## src/rtl/tile_seq_pkg.sv

```systemverilog
// Shared types for the tile clock/reset/isolation sequencer.
// Holds the per-domain state encoding, the registered-output bundle and the
// state-to-output lookup used by every domain FSM.
package tile_seq_pkg;

    localparam int unsigned MaxDomains = 8;

    typedef enum logic [2:0] {
        OFF        = 3'd0,
        PWR_UP     = 3'd1,
        RUN        = 3'd2,
        ISOLATE    = 3'd3,
        RST_ASSERT = 3'd4
    } dom_state_e;

    typedef struct packed {
        logic clk_en;
        logic rst_n;
        logic isolate;
        logic running;
        logic busy;
    } dom_outs_t;

    function automatic dom_outs_t dom_outs(input dom_state_e s);
        dom_outs_t o;
        o = '{clk_en: 1'b0, rst_n: 1'b0, isolate: 1'b1, running: 1'b0, busy: 1'b0};
        case (s)
            PWR_UP:     o = '{clk_en: 1'b1, rst_n: 1'b0, isolate: 1'b1, running: 1'b0, busy: 1'b1};
            RUN:        o = '{clk_en: 1'b1, rst_n: 1'b1, isolate: 1'b0, running: 1'b1, busy: 1'b0};
            ISOLATE:    o = '{clk_en: 1'b1, rst_n: 1'b1, isolate: 1'b1, running: 1'b0, busy: 1'b1};
            RST_ASSERT: o = '{clk_en: 1'b1, rst_n: 1'b0, isolate: 1'b1, running: 1'b0, busy: 1'b1};
            default:    o = '{clk_en: 1'b0, rst_n: 1'b0, isolate: 1'b1, running: 1'b0, busy: 1'b0};
        endcase
        return o;
    endfunction

endpackage

```

## src/rtl/tile_clk_rst_seq_if.sv

```systemverilog
// Per-domain request/status bundle of the tile sequencer.
//   target_on_i   : level request per domain (1 = run)
//   isolate_ack_i : domain NoC port idle while isolated
//   clk_en_o      : clock-gate enable per domain
//   rst_no        : active-low domain reset
//   isolate_o     : block new handshakes at the domain boundary
//   running_o     : domain in RUN
//   busy_o        : domain in a transitional state
//   err_o         : sticky drain-timeout flag
// master = tile control side, slave = sequencer.
interface tile_clk_rst_seq_if #(
    parameter int unsigned NumDomains = 2
);
    logic [NumDomains-1:0] target_on_i;
    logic [NumDomains-1:0] isolate_ack_i;
    logic [NumDomains-1:0] clk_en_o;
    logic [NumDomains-1:0] rst_no;
    logic [NumDomains-1:0] isolate_o;
    logic [NumDomains-1:0] running_o;
    logic [NumDomains-1:0] busy_o;
    logic [NumDomains-1:0] err_o;

    modport master (
        output target_on_i, isolate_ack_i,
        input  clk_en_o, rst_no, isolate_o, running_o, busy_o, err_o
    );

    modport slave (
        input  target_on_i, isolate_ack_i,
        output clk_en_o, rst_no, isolate_o, running_o, busy_o, err_o
    );
endinterface

```

## src/rtl/tile_seq_dom_fsm.sv

```systemverilog
// Single-domain power sequencer: OFF -> PWR_UP -> RUN -> ISOLATE -> RST_ASSERT -> OFF.
// Outputs are registered alongside the state transition.
//   clk_i, rst_ni   : always-on clock, async active-low reset
//   hold_i          : freeze state and counters (bypass)
//   target_on_i     : run request
//   isolate_ack_i   : domain drained while isolated
//   outs_o          : registered clk_en/rst_n/isolate/running/busy
//   err_o           : sticky drain-timeout flag
// Optional macro TILE_SEQ_DRAIN_TIMEOUT_EN adds the drain timeout counter;
// without it ISOLATE waits for the ack indefinitely and err_o is 0.
module tile_seq_dom_fsm
    import tile_seq_pkg::*;
#(
    parameter int unsigned RstHoldCycles = 4,
    parameter bit          ResetOn       = 1'b0,
    parameter int unsigned TimeoutCycles = 1024
) (
    input  logic      clk_i,
    input  logic      rst_ni,
    input  logic      hold_i,
    input  logic      target_on_i,
    input  logic      isolate_ack_i,
    output dom_outs_t outs_o,
    output logic      err_o
);

    localparam int unsigned CntW     = $clog2(RstHoldCycles + 1);
    localparam logic [CntW-1:0] CntLast = CntW'(RstHoldCycles - 1);
    localparam dom_state_e  RstState = ResetOn ? PWR_UP : OFF;

`ifdef TILE_SEQ_DRAIN_TIMEOUT_EN
    localparam int unsigned TCntW    = $clog2(TimeoutCycles + 1);
    localparam logic [TCntW-1:0] TCntLast = TCntW'(TimeoutCycles - 1);
    logic [TCntW-1:0] tcnt;
    logic             err_q;
`endif

    dom_state_e      state;
    logic [CntW-1:0] cnt;

    always_ff @(posedge clk_i or negedge rst_ni) begin
        if (!rst_ni) begin
            state  <= RstState;
            cnt    <= '0;
            outs_o <= dom_outs(RstState);
`ifdef TILE_SEQ_DRAIN_TIMEOUT_EN
            tcnt   <= '0;
            err_q  <= 1'b0;
`endif
        end else if (!hold_i) begin
            case (state)
                OFF: begin
                    if (target_on_i) begin
                        state  <= PWR_UP;
                        cnt    <= '0;
                        outs_o <= dom_outs(PWR_UP);
`ifdef TILE_SEQ_DRAIN_TIMEOUT_EN
                        err_q  <= 1'b0;
`endif
                    end
                end
                PWR_UP: begin
                    // Power-up completes regardless of target.
                    if (cnt == CntLast) begin
                        state  <= RUN;
                        cnt    <= '0;
                        outs_o <= dom_outs(RUN);
                    end else begin
                        cnt <= cnt + CntW'(1);
                    end
                end
                RUN: begin
                    if (!target_on_i) begin
                        state  <= ISOLATE;
                        cnt    <= '0;
                        outs_o <= dom_outs(ISOLATE);
`ifdef TILE_SEQ_DRAIN_TIMEOUT_EN
                        tcnt   <= '0;
`endif
                    end
                end
                ISOLATE: begin
                    // A returning request wins over a same-cycle ack: no reset is applied.
                    if (target_on_i) begin
                        state  <= RUN;
                        cnt    <= '0;
                        outs_o <= dom_outs(RUN);
                    end else if (isolate_ack_i) begin
                        state  <= RST_ASSERT;
                        cnt    <= '0;
                        outs_o <= dom_outs(RST_ASSERT);
`ifdef TILE_SEQ_DRAIN_TIMEOUT_EN
                    end else if (tcnt == TCntLast) begin
                        state  <= RST_ASSERT;
                        cnt    <= '0;
                        outs_o <= dom_outs(RST_ASSERT);
                        err_q  <= 1'b1;
                    end else begin
                        tcnt <= tcnt + TCntW'(1);
`endif
                    end
                end
                RST_ASSERT: begin
                    if (cnt == CntLast) begin
                        state  <= OFF;
                        cnt    <= '0;
                        outs_o <= dom_outs(OFF);
                    end else begin
                        cnt <= cnt + CntW'(1);
                    end
                end
                default: begin
                    state  <= OFF;
                    cnt    <= '0;
                    outs_o <= dom_outs(OFF);
                end
            endcase
        end
    end

`ifdef TILE_SEQ_DRAIN_TIMEOUT_EN
    assign err_o = err_q;
`else
    assign err_o = 1'b0;
`endif

endmodule

```

## src/rtl/tile_clk_rst_seq.sv

```systemverilog
// Tile clock/reset/isolation sequencer for NumDomains gated domains.
// One tile_seq_dom_fsm per domain; this level adds the bypass and DFT overrides.
//   clk_i            : always-on tile clock
//   rst_ni           : asynchronous active-low reset
//   test_enable_i    : forces all clock enables high
//   clk_rst_bypass_i : domains free-running and following rst_ni; FSMs frozen
//   dom (slave)      : target_on_i/isolate_ack_i in; clk_en_o, rst_no, isolate_o,
//                      running_o, busy_o, err_o out (NumDomains bits each)
// Optional macro TILE_SEQ_DRAIN_TIMEOUT_EN enables the ISOLATE drain timeout.
module tile_clk_rst_seq
    import tile_seq_pkg::*;
#(
    parameter int unsigned           NumDomains    = 2,
    parameter int unsigned           RstHoldCycles = 4,
    parameter logic [NumDomains-1:0] ResetOn       = '0,
    parameter int unsigned           TimeoutCycles = 1024
) (
    input  logic               clk_i,
    input  logic               rst_ni,
    input  logic               test_enable_i,
    input  logic               clk_rst_bypass_i,
    tile_clk_rst_seq_if.slave  dom
);

    if (NumDomains < 1 || NumDomains > MaxDomains || RstHoldCycles < 1 || TimeoutCycles < 1)
    begin : g_param_check
        $error("tile_clk_rst_seq: parameter out of range");
    end

    dom_outs_t             outs [NumDomains];
    logic [NumDomains-1:0] fsm_clk_en;
    logic [NumDomains-1:0] fsm_rst_n;
    logic [NumDomains-1:0] fsm_iso;
    logic [NumDomains-1:0] fsm_run;
    logic [NumDomains-1:0] fsm_busy;
    logic [NumDomains-1:0] fsm_err;

    for (genvar g = 0; g < NumDomains; g++) begin : g_dom
        tile_seq_dom_fsm #(
            .RstHoldCycles (RstHoldCycles),
            .ResetOn       (ResetOn[g]),
            .TimeoutCycles (TimeoutCycles)
        ) u_fsm (
            .clk_i         (clk_i),
            .rst_ni        (rst_ni),
            .hold_i        (clk_rst_bypass_i),
            .target_on_i   (dom.target_on_i[g]),
            .isolate_ack_i (dom.isolate_ack_i[g]),
            .outs_o        (outs[g]),
            .err_o         (fsm_err[g])
        );
    end

    always_comb begin
        fsm_clk_en = '0;
        fsm_rst_n  = '0;
        fsm_iso    = '0;
        fsm_run    = '0;
        fsm_busy   = '0;
        for (int unsigned i = 0; i < NumDomains; i++) begin
            fsm_clk_en[i] = outs[i].clk_en;
            fsm_rst_n[i]  = outs[i].rst_n;
            fsm_iso[i]    = outs[i].isolate;
            fsm_run[i]    = outs[i].running;
            fsm_busy[i]   = outs[i].busy;
        end
    end

    assign dom.clk_en_o  = (clk_rst_bypass_i || test_enable_i) ? '1 : fsm_clk_en;
    assign dom.rst_no    = clk_rst_bypass_i ? {NumDomains{rst_ni}} : fsm_rst_n;
    assign dom.isolate_o = clk_rst_bypass_i ? '0 : fsm_iso;
    assign dom.running_o = fsm_run;
    assign dom.busy_o    = fsm_busy;
    assign dom.err_o     = fsm_err;

endmodule
```

## src/flat_wrapper.sv

```systemverilog
// flat-port wrapper written by rule: the top's interface ports become plain ports
module tile_clk_rst_seq_flat import tile_seq_pkg::*;
#(
    parameter int unsigned           NumDomains    = 2,
    parameter int unsigned           RstHoldCycles = 4,
    parameter logic [NumDomains-1:0] ResetOn       = '0,
    parameter int unsigned           TimeoutCycles = 1024
)
  (clk_i, rst_ni, test_enable_i, clk_rst_bypass_i, dom_target_on_i, dom_isolate_ack_i, dom_clk_en_o, dom_rst_no, dom_isolate_o, dom_running_o, dom_busy_o, dom_err_o);
  tile_clk_rst_seq_if #(.NumDomains(NumDomains)) dom_i ();
  input  logic clk_i;
  input  logic rst_ni;
  input  logic test_enable_i;
  input  logic clk_rst_bypass_i;
  input wire logic [$bits(dom_i.target_on_i)-1:0] dom_target_on_i;
  input wire logic [$bits(dom_i.isolate_ack_i)-1:0] dom_isolate_ack_i;
  output wire logic [$bits(dom_i.clk_en_o)-1:0] dom_clk_en_o;
  output wire logic [$bits(dom_i.rst_no)-1:0] dom_rst_no;
  output wire logic [$bits(dom_i.isolate_o)-1:0] dom_isolate_o;
  output wire logic [$bits(dom_i.running_o)-1:0] dom_running_o;
  output wire logic [$bits(dom_i.busy_o)-1:0] dom_busy_o;
  output wire logic [$bits(dom_i.err_o)-1:0] dom_err_o;
  assign dom_i.target_on_i = dom_target_on_i;
  assign dom_i.isolate_ack_i = dom_isolate_ack_i;
  assign dom_clk_en_o = dom_i.clk_en_o;
  assign dom_rst_no = dom_i.rst_no;
  assign dom_isolate_o = dom_i.isolate_o;
  assign dom_running_o = dom_i.running_o;
  assign dom_busy_o = dom_i.busy_o;
  assign dom_err_o = dom_i.err_o;
  tile_clk_rst_seq #(.NumDomains(NumDomains), .RstHoldCycles(RstHoldCycles), .ResetOn(ResetOn), .TimeoutCycles(TimeoutCycles)) u_core (.clk_i(clk_i), .rst_ni(rst_ni), .test_enable_i(test_enable_i), .clk_rst_bypass_i(clk_rst_bypass_i), .dom(dom_i));
endmodule
```

## config.mk

```make
export PLATFORM = sky130hd
export DESIGN_NAME = tile_clk_rst_seq_flat
export DESIGN_NICKNAME = d
export VERILOG_FILES = /design/src/rtl/tile_seq_pkg.sv /design/src/rtl/tile_clk_rst_seq_if.sv /design/src/rtl/tile_seq_dom_fsm.sv /design/src/rtl/tile_clk_rst_seq.sv /design/src/flat_wrapper.sv
export SDC_FILE = /design/constraint.sdc
export NUM_CORES = 1
export LEC_CHECK = 0
export CORE_MARGIN = 1
export CORE_UTILIZATION = 52
export DETAILED_ROUTE_END_ITERATION = 8
export PLACE_DENSITY = 0.86
export SLEW_MARGIN = 20
export SYNTH_ARGS = -nofsm -noshare
export SYNTH_HDL_FRONTEND = slang
export SYNTH_SLANG_ARGS = --single-unit
```

## constraint.sdc

```tcl
create_clock -name clk_i -period 1.9 [get_ports clk_i]
set_input_delay 0.38 -clock clk_i [delete_from_list [all_inputs] [get_ports clk_i]]
set_output_delay 0.38 -clock clk_i [all_outputs]
set_load 0.01 [all_outputs]
```

==> summary.md, run 1 <==
| Metric | Value |
|---|---|
| Gpl congestion | `0.7611` |
| DRC Markers | `0` |
| Drt wl/cell | `15.27 um` |
| Worst Setup EP | `dom_clk_en_o[0]` |
| Seq pwr share | `35.6%` |
| Number of synthesized flops with an enable pin | `0` |
| Max clock buf depth | `2` |
| Combinational group share of total power | `52.9%` |
| CTS tree | `done` |
| Final Hold Viols | `0` |
| # setup viols final | `0` |
| Slowest CP cell | `clkdlybuf4s50_1` |
| Crit path buffers/inverters | `2` |
| CTS buffer count | `3` |
| Instance count on the critical path | `3` |
| Port Buffer Count | `17` |
| Setup crit end kind | `output pin` |
| Internal power | `1.309 mW` |
| Seq/Total Area, Yosys | `41.66%` |
| Worst hold margin | `0.5160 ns` |
| P per Cell Area | `1439 nW/um2` |
| Post-route insts no fill | `171` |
| WL final | `2611 um` |
| Setup ws final | `0.05828 ns` |
| Number of synthesized register bits | `20` |
| Worst skew pair latency | `0.30 ns` |
| Leak | `0.6641 nW` |
| Clk pwr share | `11.5%` |
| Initial antenna violation count | `0` |
| Rows | `17` |
| R2R Path Start | `u_core.g_dom[0].u_fsm.state[0]` |
| Share of layout cells above drive strength 1 | `22.38%` |
| Layout net count | `154` |
| Gr usage total | `23.75%` |
| First-pass GRT wire length | `4457 um` |
| Total setup buffers inserted after CTS | `0` |
| Reg clk slew, reported paths | `0.12 ns` |
| Die height | `50.19 um` |
| Synthesis-to-layout area growth | `22.90%` |
| H-tree levels | `1` |
| Worst path max stage delay | `0.42 ns` |
| CP arrival | `1.46 ns` |
| Pin count of the biggest net entering global routing | `21` |
| Detail Route Antenna Nets | `0` |
| Root Buffer | `clkbuf_4` |
| Required @ worst endpoint | `1.52 ns` |
| Setup TNS | `0 ns` |
| HP Class | `input port to async pin` |
| Cell total after placement | `167` |
| Synth Warn # | `0` |
| Tmin final | `1.842 ns` |
| Max-Cap Viols | `0` |
| First-pass DRT Iterations | `5` |
| Worst slack, placed | `-0.2888 ns` |
| 1st-iter DRT viols | `17` |
| Skew final | `0.009031 ns` |
| Synthesized area per cell | `10.32 um2` |
| R2r setup slk | `0.24 ns` |
| Asr flop ratio synth | `100.0%` |
| Crit path max-delay family | `buffers and inverters` |
| Starting Density | `55.11%` |
| Post-synth cell types | `44` |
| P_sw | `0.8266 mW` |
| Clock Sinks | `20` |
| Inserted Diodes | `0` |
| Vias in the first global route | `1046` |
| Boundary pin count | `20` |
| Final Max Tran Viols | `0` |
| Final core utilization | `67.73%` |
| Post-synthesis cell area | `1207 um2` |
| Status | `complete, no violations` |
| Die area | `2519 um2` |
| Main synth FF type | `dfrtp_1` |
| Vias | `1012` |
| Worst IR drop on VDD | `0.8171 mV` |
| RSZ-0062 raised after global routing | `no` |
| Worst reg2reg path depth | `4` |
| Core ar. | `2191 um2` |
| Achievable Freq | `0.5430 GHz` |
| Vias per cell | `5.918` |
| Crit start category | `input port` |
| Die Width | `50.19 um` |
| Final Cell Area | `1484 um2` |
| Switching part of the total | `38.71%` |
| Max Fanout on Critical Path | `2` |
| Setup crit start | `test_enable_i` |
| Synth Instances | `117` |
| DP Area | `1454 um2` |
| Pwr Total | `2.136 mW` |
| DPL Wire Length | `1940 um` |
| Setup CP Type | `input port to output pin` |
| R2R Path End | `u_core.g_dom[0].u_fsm.outs_o[2]` |
| CP cell instances | `clkdlybuf4s50_1 > or3_1 > dlygate4sd2_1` |
| Final Cycle Share | `96.93%` |
| Global route overflow | `0` |
layout by cell type (no fill, tap or decap), drive strengths merged, types with 2 or more instances in the layout:
master         count
dfstp              2
conb               2
o31ai              3
inv                9
dlygate4sd2        6
ha                 2
a21boi             2
mux2               4
a22o               2
nand2b             6
xor2               2
a31oi              4
dfrtp             18
clkbuf             4
nor2               6
nand2              7
clkdlybuf4s50     10
buf               11
or3                3
nand4              4
a21oi              4
mux2i              4
nor2b              3
o21ai              7
cells in the mapped netlist (2+ instances only):
cell	instances	area (um2)
a21boi_0	2	15.01
a21oi_1	4	20.02
a22o_1	2	17.52
a31oi_1	3	18.77
buf_4	3	22.52
clkbuf_1	3	11.26
dfrtp_1	18	450.4
dfstp_2	2	52.55
ha_1	2	25.02
inv_1	9	33.78
mux2_4	4	60.06
mux2i_1	4	40.04
nand2_1	6	22.52
nand2b_1	6	37.54
nand4_1	4	25.02
nor2_1	6	22.52
nor2b_1	3	18.77
o21ai_0	7	35.03
o31ai_1	2	15.01
or3_1	3	18.77
layer usage:
layer / up-vias / GRT usage [%] / wire length (um)
met1: 508 / 26.92 / 1068
met5: - / 0 / 0
met4: 0 / 13.33 / 80
met3: 8 / 3.333 / 77
li1: 469 / - / -
met2: 27 / 42.22 / 1384
flip-flops by register name, indices dropped and copies added (netlist names):
| name | flops |
|---|---|
| u_core.g_dom.u_fsm.state | 6 |
| u_core.g_dom.u_fsm.outs_o | 8 |
| u_core.g_dom.u_fsm.cnt | 6 |
power groups by stage:
stage          Clock, mW  Sequential (mW)  Combinational [mW]
2_1_floorplan          0            0.717               0.787
6_report           0.246            0.759                1.13
3_5_place_dp           0            0.759                1.14
5_1_grt            0.267            0.778                1.24
4_1_cts            0.255            0.753                1.13
3_3_place_gp           0            0.748                1.09
final cells by class:
cell class,instances,area [um2]
clock buffers,4,36.28
fillers,171,706.9
inverters,9,33.78
multi-input cells,82,629.4
flip-flops and latches,20,504.2
well taps,28,35.03
repair buffers,28,245.2
timing repair:
item / in CTS / in global routing
gates resized for setup: 8 / 1
pin swaps: 0 / 0
hold buffers: 0 / 0
setup endpoints to repair: 6 / 1
how the worst min path moves through the flow:
| stage | endpoint | slack (ns) | cells past startpoint | startpoint |
|---|---|---|---|---|
| after floorplan | u_core.g_dom[0].u_fsm.cnt[0] | 0.08 | 0 | rst_ni |
| after global placement | u_core.g_dom[0].u_fsm.outs_o[1] | 0.49 | 2 | u_core.g_dom[0].u_fsm.outs_o[1] |
| after detailed placement | u_core.g_dom[1].u_fsm.outs_o[1] | 0.50 | 1 | u_core.g_dom[1].u_fsm.outs_o[1] |
| after CTS | u_core.g_dom[0].u_fsm.state[2] | 0.51 | 2 | rst_ni |
| after global routing | u_core.g_dom[0].u_fsm.state[1] | 0.52 | 2 | rst_ni |
| final | u_core.g_dom[1].u_fsm.state[1] | 0.52 | 2 | rst_ni |
cell families after synthesis:
logic type / synth area share (%)
AO/OA/AOI/OAI: 21.66
XOR/XNOR: 2.073
adder cells (fa/ha/maj): 2.072
buffers and inverters: 6.528
flip-flops: 41.66
multiplexers: 8.290
other: 0.3106
AND/OR/NAND/NOR: 17.41
(Power assumes the default switching activity.)
==> run 2, diff against run 1 <==
==> constraint.sdc (replaced) <==
create_clock -name clk_i -period 1.9 [get_ports clk_i]
set_input_delay 0.38 -clock clk_i [delete_from_list [all_inputs] [get_ports clk_i]]
set_output_delay 0.38 -clock clk_i [all_outputs]
set_load 0.1 [all_outputs]
==> run 2 against run 1 <==
  * First-iteration DRC count is the same
  * Sequential power up 0.7%
  * Die area stayed put
  * Core utilization rose by 3.5 points
  * Worst setup slack worse by 0.0075 ns
  * Critical path type unchanged
  * Largest cell class unchanged
==> summary.md, run 2 (same netlist as run 1, synthesis figures left out) <==
| Metric | Value |
|---|---|
| Status | `complete, no violations` |
| DRC Markers | `0 (unchanged)` |
| Achievable Freq | `0.5408 GHz (-0.40%)` |
| Layout net count | `153 (-0.65%)` |
| Core ar. | `2191 um2 (unchanged)` |
| Slowest CP cell | `clkdlybuf4s50_1` |
| Worst skew pair latency | `0.30 ns (about the same)` |
| Max-Cap Viols | `0 (unchanged)` |
| Total setup buffers inserted after CTS | `0 (unchanged)` |
| # setup viols final | `0 (unchanged)` |
| Inserted Diodes | `0 (unchanged)` |
| Vias in the first global route | `909 (-13%)` |
| Vias per cell | `5.718 (-3.4%)` |
| DPL Wire Length | `1966 um (+1.3%)` |
| Reg clk slew, reported paths | `0.11 ns (about the same)` |
| Post-CTS Resized | `0 (-8)` |
| CP cell instances | `clkdlybuf4s50_1 > or3_1 > buf_12` |
| Final Max Tran Viols | `0 (unchanged)` |
| Vias | `972 (-4.0%)` |
| Final Hold Viols | `0 (unchanged)` |
| Max Fanout on Critical Path | `5 (+3)` |
| Die height | `50.19 um (unchanged)` |
| Worst IR drop on VDD | `1.669 mV (+100%)` |
| CTS buffer count | `3 (unchanged)` |
| Gpl congestion | `0.8306 (+9.1%)` |
| HP Class | `input port to async pin` |
| RSZ-0062 raised after global routing | `no` |
| Final Cycle Share | `97.33% (+0.39 points)` |
| Share of layout cells above drive strength 1 | `30.28% (+7.9 points)` |
| 1st-iter DRT viols | `17 (unchanged)` |
| Setup CP Type | `input port to output pin` |
| P per Cell Area | `1721 nW/um2 (+20%)` |
| Pwr Total | `2.685 mW (+26%)` |
| Crit start category | `input port` |
| Most flop-heavy register | `u_core.g_dom.u_fsm.outs_o` |
| Global route overflow | `0 (unchanged)` |
| Starting Density | `55.11% (unchanged)` |
| WL final | `2518 um (-3.6%)` |
| Drt wl/cell | `14.81 um (-3.0%)` |
| Setup crit end kind | `output pin` |
| Port Buffer Count | `17 (unchanged)` |
| Biggest regs | `u_core.g_dom.u_fsm.outs_o: 8 flops, u_core.g_dom.u_fsm.cnt: 6 flops, u_core.g_dom.u_fsm.state: 6 flops` |
| Root Buffer | `clkbuf_4` |
| Tmin final | `1.849 ns (+0.007476 ns)` |
| Final core utilization | `71.22% (+3.5 points)` |
| Skew final | `0.003020 ns (-0.006011 ns)` |
| Required @ worst endpoint | `1.52 ns (about the same)` |
| Hold buffers post-CTS | `0 (unchanged)` |
| Worst path max stage delay | `0.47 ns (+0.05 ns)` |
| Die Width | `50.19 um (unchanged)` |
| Detail Route Antenna Nets | `0 (unchanged)` |
| Pin count of the biggest net entering global routing | `21 (unchanged)` |
| First-pass DRT Iterations | `4 (-1)` |
| Die area | `2519 um2 (unchanged)` |
| Clock Sinks | `20 (unchanged)` |
| First-pass GRT wire length | `4195 um (-5.9%)` |
| Most frequent cells in the layout | `dfrtp_1, buf_4, inv_1, buf_12, clkdlybuf4s50_1` |
| Synthesis-to-layout area growth | `29.22%` |
| CTS tree | `done` |
| Gr usage total | `23.00% (-0.75 points)` |
| CP arrival | `1.47 ns (about the same)` |
| Rows | `17 (unchanged)` |
| Max clock buf depth | `2 (unchanged)` |
| Leak | `0.6962 nW (+4.8%)` |
| Boundary pin count | `20 (unchanged)` |
| H-tree levels | `1 (unchanged)` |
| Number of flip-flops in the largest register | `8 (unchanged)` |
| Commonest non-fill, non-tap cell in the layout | `dfrtp_1` |
| Initial antenna violation count | `0 (unchanged)` |
==> run 2: stage by stage <==
stage	hold slack (ns)	instance area [um2]	std cells	setup WS [ns]	TNS [ns]
after global routing	0.4983	1560	170	0.02200	0
after global placement	0.4985	1534	166	0.04740	0
after floorplan	0.08441	1224	118	-0.1089	-0.4116
final	0.4910	1560	170	0.05080	0
after detailed placement	0.5013	1534	166	-0.003787	-0.003787
after CTS	0.4978	1560	170	0.03947	0
==> run 2: path summary, 6_finish.rpt <==
kind                                                  from                               to  slack [ns]  cells past startpoint
hold / removal                                      rst_ni   u_core.g_dom[0].u_fsm.state[1]        0.49                      2
max in group asynchronous                           rst_ni  u_core.g_dom[0].u_fsm.outs_o[2]        1.14                      2
setup / recovery                          clk_rst_bypass_i                  dom_clk_en_o[0]        0.05                      3
setup reg to reg            u_core.g_dom[0].u_fsm.state[0]   u_core.g_dom[0].u_fsm.state[0]        0.26                      4
min in group clk_i         u_core.g_dom[1].u_fsm.outs_o[0]  u_core.g_dom[1].u_fsm.outs_o[0]        0.53                      1
hold reg to reg            u_core.g_dom[1].u_fsm.outs_o[0]  u_core.g_dom[1].u_fsm.outs_o[0]        0.53                      1
==> run 2: worst max-delay path, delay by kind of cell <==
family / cells / cell delay, ns
buffers and inverters: 2 / 0.66
and+or+nand+nor: 1 / 0.43
==> run 2: report_power, final <==
group	switching, mW	internal (mW)	leakage [nW]
registers	0.168	0.596	0.244
logic	1.02	0.692	0.437
clock network	0.125	0.0818	0.0150
total	1.32	1.37	0.696
==> run 2: area by class of cell <==
type	instances	area [um2]
sequential	20	503.0
timing repair buffer	27	320.3
fill	173	630.6
inverter	9	33.78
tap	28	35.03
multi-input combinational	82	641.9
clock buffer	4	26.28
==> run 2: layer usage <==
| layer | wire length (um) | global-route usage, % | share of wire [%] | up-vias |
|---|---|---|---|---|
| met5 | 0 | 0 | 0 | - |
| met1 | 1010 | 27.42 | 40 | 475 |
| met2 | 1344 | 40.44 | 53 | 27 |
| met4 | 38 | 10.00 | 1.5 | 0 |
| li1 | - | - | - | 466 |
| met3 | 125 | 3.636 | 5.0 | 4 |
